File: config.mk
export PLATFORM = sky130hd
export DESIGN_NAME = instruction_fetch_flat
export DESIGN_NICKNAME = d
export VERILOG_FILES = /design/src/rtl/instruction_fetch_if.sv /design/src/rtl/instruction_fetch.sv /design/src/flat_wrapper.sv
export SDC_FILE = /design/constraint.sdc
export NUM_CORES = 1
export LEC_CHECK = 0
export CORE_UTILIZATION = 41
export CTS_CLUSTER_DIAMETER = 30
export DETAILED_ROUTE_END_ITERATION = 6
export PLACE_DENSITY = 0.67
export SYNTH_ARGS = -nofsm -noshare
export SYNTH_HDL_FRONTEND = slang
export SYNTH_SLANG_ARGS = --single-unit
File: constraint.sdc
create_clock -name clk -period 15.1 [get_ports clk]
set_clock_uncertainty 0.1 [all_clocks]
set_input_delay 1.51 -clock clk [delete_from_list [all_inputs] [get_ports clk]]
set_output_delay 1.51 -clock clk [all_outputs]
set_load 0.02 [all_outputs]
File: src/rtl/instruction_fetch_if.sv
// Fetch-side bundle: instruction memory request/response, redirect input and the decode hand-off.
// Handshakes: a transfer occurs in a cycle where valid and ready are both 1; the valid side holds its payload until then.
interface instruction_fetch_if;
   logic        imem_req_valid;
   logic [31:0] imem_req_addr;
   logic        imem_req_ready;
   logic        imem_rsp_valid;
   logic [31:0] imem_rsp_data;
   logic        redirect_valid;
   logic [31:0] redirect_pc;
   logic        if_valid;
   logic [31:0] if_instruction;
   logic [31:0] if_pc;
   logic        if_ready;
   logic        misalign_fault;

   modport master (
      output imem_req_valid, imem_req_addr,
      input  imem_req_ready,
      input  imem_rsp_valid, imem_rsp_data,
      input  redirect_valid, redirect_pc,
      output if_valid, if_instruction, if_pc,
      input  if_ready,
      output misalign_fault
   );

   modport slave (
      input  imem_req_valid, imem_req_addr,
      output imem_req_ready,
      output imem_rsp_valid, imem_rsp_data,
      output redirect_valid, redirect_pc,
      input  if_valid, if_instruction, if_pc,
      output if_ready,
      input  misalign_fault
   );
endinterface

File: src/rtl/instruction_fetch.sv
// Instruction fetch: sequential word fetches, in-order responses buffered in a 2-entry FIFO, redirect flush.
// Define IF_MISALIGN_TRAP_EN to trap misaligned redirect targets instead of forcing them word aligned.
module instruction_fetch #(
   parameter logic [31:0] RESET_PC  = 32'h0000_0000,
   parameter int          BUF_DEPTH = 2
) (
   input logic                 clk,
   input logic                 rst,
   instruction_fetch_if.master bus
);
   typedef struct packed {
      logic [31:0] pc;
      logic [31:0] instr;
   } entry_t;

   entry_t      buf_q [2];
   entry_t      buf_d [2];
   logic        head_q, head_d;
   logic [1:0]  cnt_q, cnt_d;
   logic [1:0]  out_q, out_d;
   logic [3:0]  drop_q, drop_d;
   logic [31:0] pc_q, pc_d;
   logic        fault_q, fault_d;

   logic [31:0] tgt_pc;
   logic        tgt_bad;
   logic [2:0]  in_use;
   logic [3:0]  in_mem;
   logic        req_fire, pop, rsp_stale, push, wr_idx;
   logic [31:0] rsp_pc;

   always_comb begin
`ifdef IF_MISALIGN_TRAP_EN
      tgt_pc  = bus.redirect_pc;
      tgt_bad = |bus.redirect_pc[1:0];
`else
      tgt_pc  = bus.redirect_pc & 32'hFFFF_FFFC;
      tgt_bad = 1'b0;
`endif
   end

   // out_q counts only live requests; stale ones in flight live in drop_q.
   assign in_use    = {1'b0, out_q} + {1'b0, cnt_q};
   assign in_mem    = drop_q + {2'b00, out_q};
   assign req_fire  = bus.imem_req_valid && bus.imem_req_ready;
   assign pop       = bus.if_valid && bus.if_ready;
   assign rsp_stale = (drop_q != 4'd0);
   assign push      = bus.imem_rsp_valid && !rsp_stale && (out_q != 2'd0);
   // Live requests are contiguous, so the oldest one sits out_q words behind the next fetch PC.
   assign rsp_pc    = pc_q - {28'd0, out_q, 2'b00};
   assign wr_idx    = head_q ^ cnt_q[0];

   assign bus.imem_req_valid = !rst && !bus.redirect_valid && !fault_q && (in_use < 3'(BUF_DEPTH));
   assign bus.imem_req_addr  = pc_q;
   assign bus.if_valid       = !rst && (cnt_q != 2'd0);
   assign bus.if_instruction = buf_q[head_q].instr;
   assign bus.if_pc          = buf_q[head_q].pc;
`ifdef IF_MISALIGN_TRAP_EN
   assign bus.misalign_fault = fault_q;
`else
   assign bus.misalign_fault = 1'b0;
`endif

   always_comb begin
      buf_d   = buf_q;
      head_d  = head_q;
      cnt_d   = cnt_q;
      out_d   = out_q;
      drop_d  = drop_q;
      pc_d    = pc_q;
      fault_d = fault_q;
      if (bus.redirect_valid) begin
         head_d  = 1'b0;
         cnt_d   = 2'd0;
         out_d   = 2'd0;
         pc_d    = tgt_pc;
         fault_d = tgt_bad;
         // A response arriving this cycle is already discarded by the flush.
         drop_d  = (bus.imem_rsp_valid && (in_mem != 4'd0)) ? in_mem - 4'd1 : in_mem;
      end else begin
         if (req_fire) begin
            pc_d = pc_q + 32'd4;
         end
         if (bus.imem_rsp_valid && rsp_stale) begin
            drop_d = drop_q - 4'd1;
         end
         if (push) begin
            buf_d[wr_idx] = {rsp_pc, bus.imem_rsp_data};
         end
         out_d = out_q + {1'b0, req_fire} - {1'b0, push};
         cnt_d = cnt_q + {1'b0, push} - {1'b0, pop};
         if (pop) begin
            head_d = ~head_q;
         end
      end
   end

   always_ff @(posedge clk) begin
      if (rst) begin
         head_q  <= 1'b0;
         cnt_q   <= 2'd0;
         out_q   <= 2'd0;
         drop_q  <= 4'd0;
         pc_q    <= RESET_PC;
         fault_q <= 1'b0;
      end else begin
         head_q  <= head_d;
         cnt_q   <= cnt_d;
         out_q   <= out_d;
         drop_q  <= drop_d;
         pc_q    <= pc_d;
         fault_q <= fault_d;
      end
      buf_q <= buf_d;
   end
endmodule

File: src/flat_wrapper.sv
// flat-port wrapper written by rule: the top's interface ports become plain ports
module instruction_fetch_flat 
#(
   parameter logic [31:0] RESET_PC  = 32'h0000_0000,
   parameter int          BUF_DEPTH = 2
)
  (clk, rst, bus_imem_req_valid, bus_imem_req_addr, bus_imem_req_ready, bus_imem_rsp_valid, bus_imem_rsp_data, bus_redirect_valid, bus_redirect_pc, bus_if_valid, bus_if_instruction, bus_if_pc, bus_if_ready, bus_misalign_fault);
  instruction_fetch_if bus_i ();
  input logic clk;
  input logic rst;
  output wire logic [$bits(bus_i.imem_req_valid)-1:0] bus_imem_req_valid;
  output wire logic [$bits(bus_i.imem_req_addr)-1:0] bus_imem_req_addr;
  input wire logic [$bits(bus_i.imem_req_ready)-1:0] bus_imem_req_ready;
  input wire logic [$bits(bus_i.imem_rsp_valid)-1:0] bus_imem_rsp_valid;
  input wire logic [$bits(bus_i.imem_rsp_data)-1:0] bus_imem_rsp_data;
  input wire logic [$bits(bus_i.redirect_valid)-1:0] bus_redirect_valid;
  input wire logic [$bits(bus_i.redirect_pc)-1:0] bus_redirect_pc;
  output wire logic [$bits(bus_i.if_valid)-1:0] bus_if_valid;
  output wire logic [$bits(bus_i.if_instruction)-1:0] bus_if_instruction;
  output wire logic [$bits(bus_i.if_pc)-1:0] bus_if_pc;
  input wire logic [$bits(bus_i.if_ready)-1:0] bus_if_ready;
  output wire logic [$bits(bus_i.misalign_fault)-1:0] bus_misalign_fault;
  assign bus_imem_req_valid = bus_i.imem_req_valid;
  assign bus_imem_req_addr = bus_i.imem_req_addr;
  assign bus_i.imem_req_ready = bus_imem_req_ready;
  assign bus_i.imem_rsp_valid = bus_imem_rsp_valid;
  assign bus_i.imem_rsp_data = bus_imem_rsp_data;
  assign bus_i.redirect_valid = bus_redirect_valid;
  assign bus_i.redirect_pc = bus_redirect_pc;
  assign bus_if_valid = bus_i.if_valid;
  assign bus_if_instruction = bus_i.if_instruction;
  assign bus_if_pc = bus_i.if_pc;
  assign bus_i.if_ready = bus_if_ready;
  assign bus_misalign_fault = bus_i.misalign_fault;
  instruction_fetch #(.RESET_PC(RESET_PC), .BUF_DEPTH(BUF_DEPTH)) u_core (.clk(clk), .rst(rst), .bus(bus_i));
endmodule
* Word level (Yosys, flattened, before mapping)
Index checks and enable logic that the tools add are counted.
** Cells by class
- Add/subtract/negate cells :: 10
- Order comparisons :: 4
- Mux-type cells :: 11
- Bitwise logic cells :: 5
- Reduce and logical (&&, ||, !) cells :: 21
** Operators with widths (number)
- 2-to-1 mux 64 bit :: 4
- bitwise mux 128 bit :: 1
- demux 64 bit (select 1 bit) :: 1
- 2-to-1 mux 32 bit :: 2
- adder 32 x 3 -> 32 bit (second input constant) :: 1
- subtractor 32 x 4 -> 32 bit :: 1
- 2-to-1 mux 4 bit :: 3
- logical AND 1 bit :: 10
- nonzero test 2 bit :: 4
- nonzero test 4 bit :: 2
- subtractor 4 x 1 -> 4 bit (second input constant) :: 2
- adder 2 x 1 -> 2 bit :: 2
- adder 4 x 2 -> 4 bit :: 1
- greater-or-equal comparator 2 bit (second input constant) :: 2
- inverter 1 -> 2 bit :: 2
- subtractor 2 x 1 -> 2 bit :: 2
- adder 2 x 2 -> 3 bit :: 1
- zero test 1 bit :: 3
- < comparator 3 x 2 -> 1 bit (second input constant) :: 1
- < comparator 2 x 1 -> 1 bit (second input constant) :: 1
- inverter 1 bit :: 2
- AND reduction 2 bit :: 1
- OR reduction 2 bit :: 1
- bitwise XOR 1 bit :: 1
** Word-level totals
- Bits in registers :: 169
- Bits of input ports :: 70
- Output and inout bits :: 99
- Logic and storage cells :: 61

* Longest topological paths before layout
- Depth after elaboration :: 7
- Depth in mapped cells :: 11
- Gate-level depth less buffers :: 11

* Worst setup path after synthesis
Ideal clock, no wire load.
- Path type :: in2reg
- Start point :: input port bus_redirect_valid
- End point :: register u_core.buf_q[100] (netlist name), enable pin
- Setup time :: 0.558 ns
- Arrival :: 6.369 ns
- Required time :: 14.442 ns
- Path slack :: 8.073 ns
- Cell stages on the path :: 4
- Path buffers :: 3
- Path through :: clkbuf_1 > clkbuf_1 > clkbuf_1 > nor3_1
** On the way
- Longest elaborated chain between the ends :: 2
** RTL lines
- start, declared :: line flat_wrapper.sv:16 : input wire logic [$bits(bus_i.redirect_valid)-1:0] bus_redirect_valid;
- inverter 1 bit (no line)
- AND reduction 2 bit (no line)
- end signal, assigned :: line instruction_fetch.sv:114 : buf_q <= buf_d;
- end, declared :: line instruction_fetch.sv:16 : entry_t buf_q [2];
No other way between the ends.
A chain may end at the register's enable or synchronous reset.

* Worst setup path in the final report
- Start point :: input port bus_redirect_valid
- End point :: output port bus_imem_req_valid
** On the way
- Longest elaborated chain between the ends :: 3
** RTL lines
- zero test 1 bit :: line instruction_fetch.sv:53 : assign bus.imem_req_valid = !rst && !bus.redirect_valid && !fault_q && (in_use < 3'(BUF_DEPTH));
- logical AND 1 bit (2 in a row) :: line instruction_fetch.sv:53
- end, declared :: line flat_wrapper.sv:11 : output wire logic [$bits(bus_i.imem_req_valid)-1:0] bus_imem_req_valid;
No other way between the ends.

==> summary.txt <==
R2R depth: 4
vias per cell: 5.52
WHS: 0.486 ns
Post-Syn Area per Cell: 12.0 um^2
Final Hold Viols: 0
Worst Tran Pin Value: 1.11 ns
Inst Count DP: 1,038
Die H: 141 um
area leader, netlist: edfxtp_1
vias in the first global route: 5,997
VDD IR max: 0.0645 mV
ys async rst share: 0%
Hold WC Path Type: reg -> reg
CTS tree: yes
area delta synth->final: 30.1%
post-DR wirelength/cell: 18.5 um
Post-CTS Hold Buffers: 0
met3 WL post-DR: 1210 um
non-filler cells, final: 1,070
metal1 wirelength: 8400 um
Synth Register Bits: 163
Starting Density: 42.1%
RSZ-0062 raised after global routing: no
Setup Fix Bufs, Post-CTS: 0
Synth top cells by count: 124 x edfxtp_1, 63 x mux2_2, 44 x clkbuf_1
detailed-route via count: 5,904
clock share of power: 41.6%
Post-synth EDFFs: 124
FP Rows: 50
IO Pins: 169
Pwr Density: 101 nW/um^2
post-detailed-route count of antenna-violating nets: 0
CP arrival: 3.55 ns
post-CTS sizing: 0
depth of the CTS H-tree: 4
Main synth FF type: edfxtp_1
fin crit period: 5.16 ns
sequential fraction of the synthesis area: 56.8%
LEAKAGE: 3.54 nW
synthesized area: 7930 um^2
initial antenna violation count: 0
Die X-Extent: 141 um
Sw Ratio: 23.5%
top-area cell type share of the netlist area: 47.0%
worst skew pair latency: 0.42 ns
GRT Util Overall: 20.3%
Ant. Diodes: 0
status: finished clean
net switching power: 0.000246 W
number of max-cap violations: 0
post-route setup TNS: 0 ns
layout cells sized above 1: 14.1%
Rel. slew slack: 25.5%
count leader, synth: edfxtp_1
Sink Count: 163
Final Slew Violations: 0
CP Capture Type: output pin
placer congestion estimate: 0.892
drt drc: 0
initial DRC count: 472
Nets: 882
uppermost layer routed: met4
Syn Inst Count: 658
ranking of synthesized cells by area: edfxtp_1 47%, dfxtp_1 9.8%, mux2_2 8.9%, xnor2_1 2.5%, clkbuf_1 2.1%
period utilization: 34.2%
Placeable Area: 18,800 um^2
CP startpoint kind: primary input
I/O Buffers: 161
DRT Wirelength: 19,800 um
first-pass GRT wire length: 31,100 um
CTS clk-pin slew, worst paths: 0.07 ns
sequential share of power: 48.8%
Ys Warns: 0
hold-critical path depth: 2
worst-path maximum fanout: 51
fmax: 0.194 GHz
internal power: 0.000799 W
worst endpoint required time: 13.49 ns
largest net degree at the start of global routing: 52
Clock Tree Root: clkbuf_16
CTS max path bufs: 2
dpl hpwl: 13,200 um
die area: 19,900 um^2
total CTS buffers: 17
GRT Residual Overflow: 0
CP Class: in -> out
Comb pwr share: 9.6%
met2 wire length: 9650 um
Final setup violation count: 0
Netlist cell types: 60
drt first pass iters: 5
placed cells by master (no fill, tap or decap), types with 17 or more instances in the layout:
cell type	Yosys	routed
nand3_1	25	25
nor4_1	20	20
clkbuf_16	0	17
mux2_2	63	63
xor2_1	17	17
edfxtp_1	124	124
xnor2_1	23	23
nor3_1	20	19
nand2_1	25	25
inv_1	23	23
dfxtp_1	39	38
clkdlybuf4s50_1	0	161
nor2_1	39	39
power groups by stage:
| stage | sequential, W | clock (W) | combinational, W |
|---|---|---|---|
| 2_1_floorplan | 0.000514 | 0 | 0.0000572 |
| 3_3_place_gp | 0.000519 | 0 | 0.0000951 |
| 3_5_place_dp | 0.000519 | 0 | 0.0000992 |
| 4_1_cts | 0.000510 | 0.000444 | 0.000100 |
| 5_1_grt | 0.000512 | 0.000461 | 0.000109 |
| 6_report | 0.000510 | 0.000434 | 0.000100 |
worst max-delay path, cell delays in order:
cell             delay (ns)
clkdlybuf4s50_1        0.39
buf_4                  0.30
or4_1                  0.64
inv_1                  0.09
clkdlybuf4s50_1        0.60
registers in the layout, summed over array words and instances, names as in the netlist:
| name | count |
|---|---|
| u_core.head_q | 1 |
| u_core.buf_q | 124 |
| u_core.drop_q | 4 |
| u_core.cnt_q | 2 |
| u_core.out_q | 2 |
| u_core.bus.imem_req_addr | 30 |
kinds of logic (layout without fill, tap and decap cells):
logic type               count (synthesis)  after routing  share of synthesized area [%]
multiplexers                            64             64                           9.08
flip-flops                             163            163                           56.8
adder cells (fa/ha/maj)                 15             15                           2.65
AO/OA/AOI/OAI                           79             79                           7.50
buffers and inverters                   79            227                           4.18
other                                    1              5                         0.0473
XOR/XNOR                                40             40                           4.42
AND/OR/NAND/NOR                        217            217                           15.3
cell type report:
class / instances / area (um^2)
inverters: 24 / 90.1
multi-input cells: 420 / 3120
repair buffers: 171 / 1690
clock inverters: 14 / 159
well taps: 260 / 325
clock buffers: 18 / 429
flip-flops and latches: 163 / 4510
fillers: 1602 / 8520
final timing paths:
path / startpoint / end / slack [ns]
hold reg to reg: u_core.cnt_q[1]$_SDFF_PP0_ / u_core.cnt_q[1]$_SDFF_PP0_ / 0.49
setup reg to reg: u_core.head_q$_SDFFE_PP0P_ / u_core.buf_q[43]$_DFFE_PP_ / 11.72
setup / recovery: bus_redirect_valid / bus_imem_req_valid / 9.94
hold / removal: u_core.cnt_q[1]$_SDFF_PP0_ / u_core.cnt_q[1]$_SDFF_PP0_ / 0.49
routing by layer:
layer / GRT usage [%] / vias up
met1: 24.9 / 2848
li1: - / 2768
met4: 8.30 / 0
met2: 34.4 / 259
met3: 4.52 / 29
met5: 0 / -
through the flow:
| step | worst slack, ns | area (um^2) | utilization [%] | total power (W) |
|---|---|---|---|---|
| after floorplan | 8.07 | 7940 | - | 0.000571 |
| after global placement | 9.95 | 9730 | 51.7 | 0.000614 |
| after detailed placement | 9.96 | 9730 | 51.7 | 0.000619 |
| after CTS | 9.95 | 10300 | 54.8 | 0.00105 |
| after global routing | 9.89 | 10300 | 54.8 | 0.00108 |
| final | 9.94 | 10300 | 54.8 | 0.00105 |
Power figures use the tool's default switching activity.
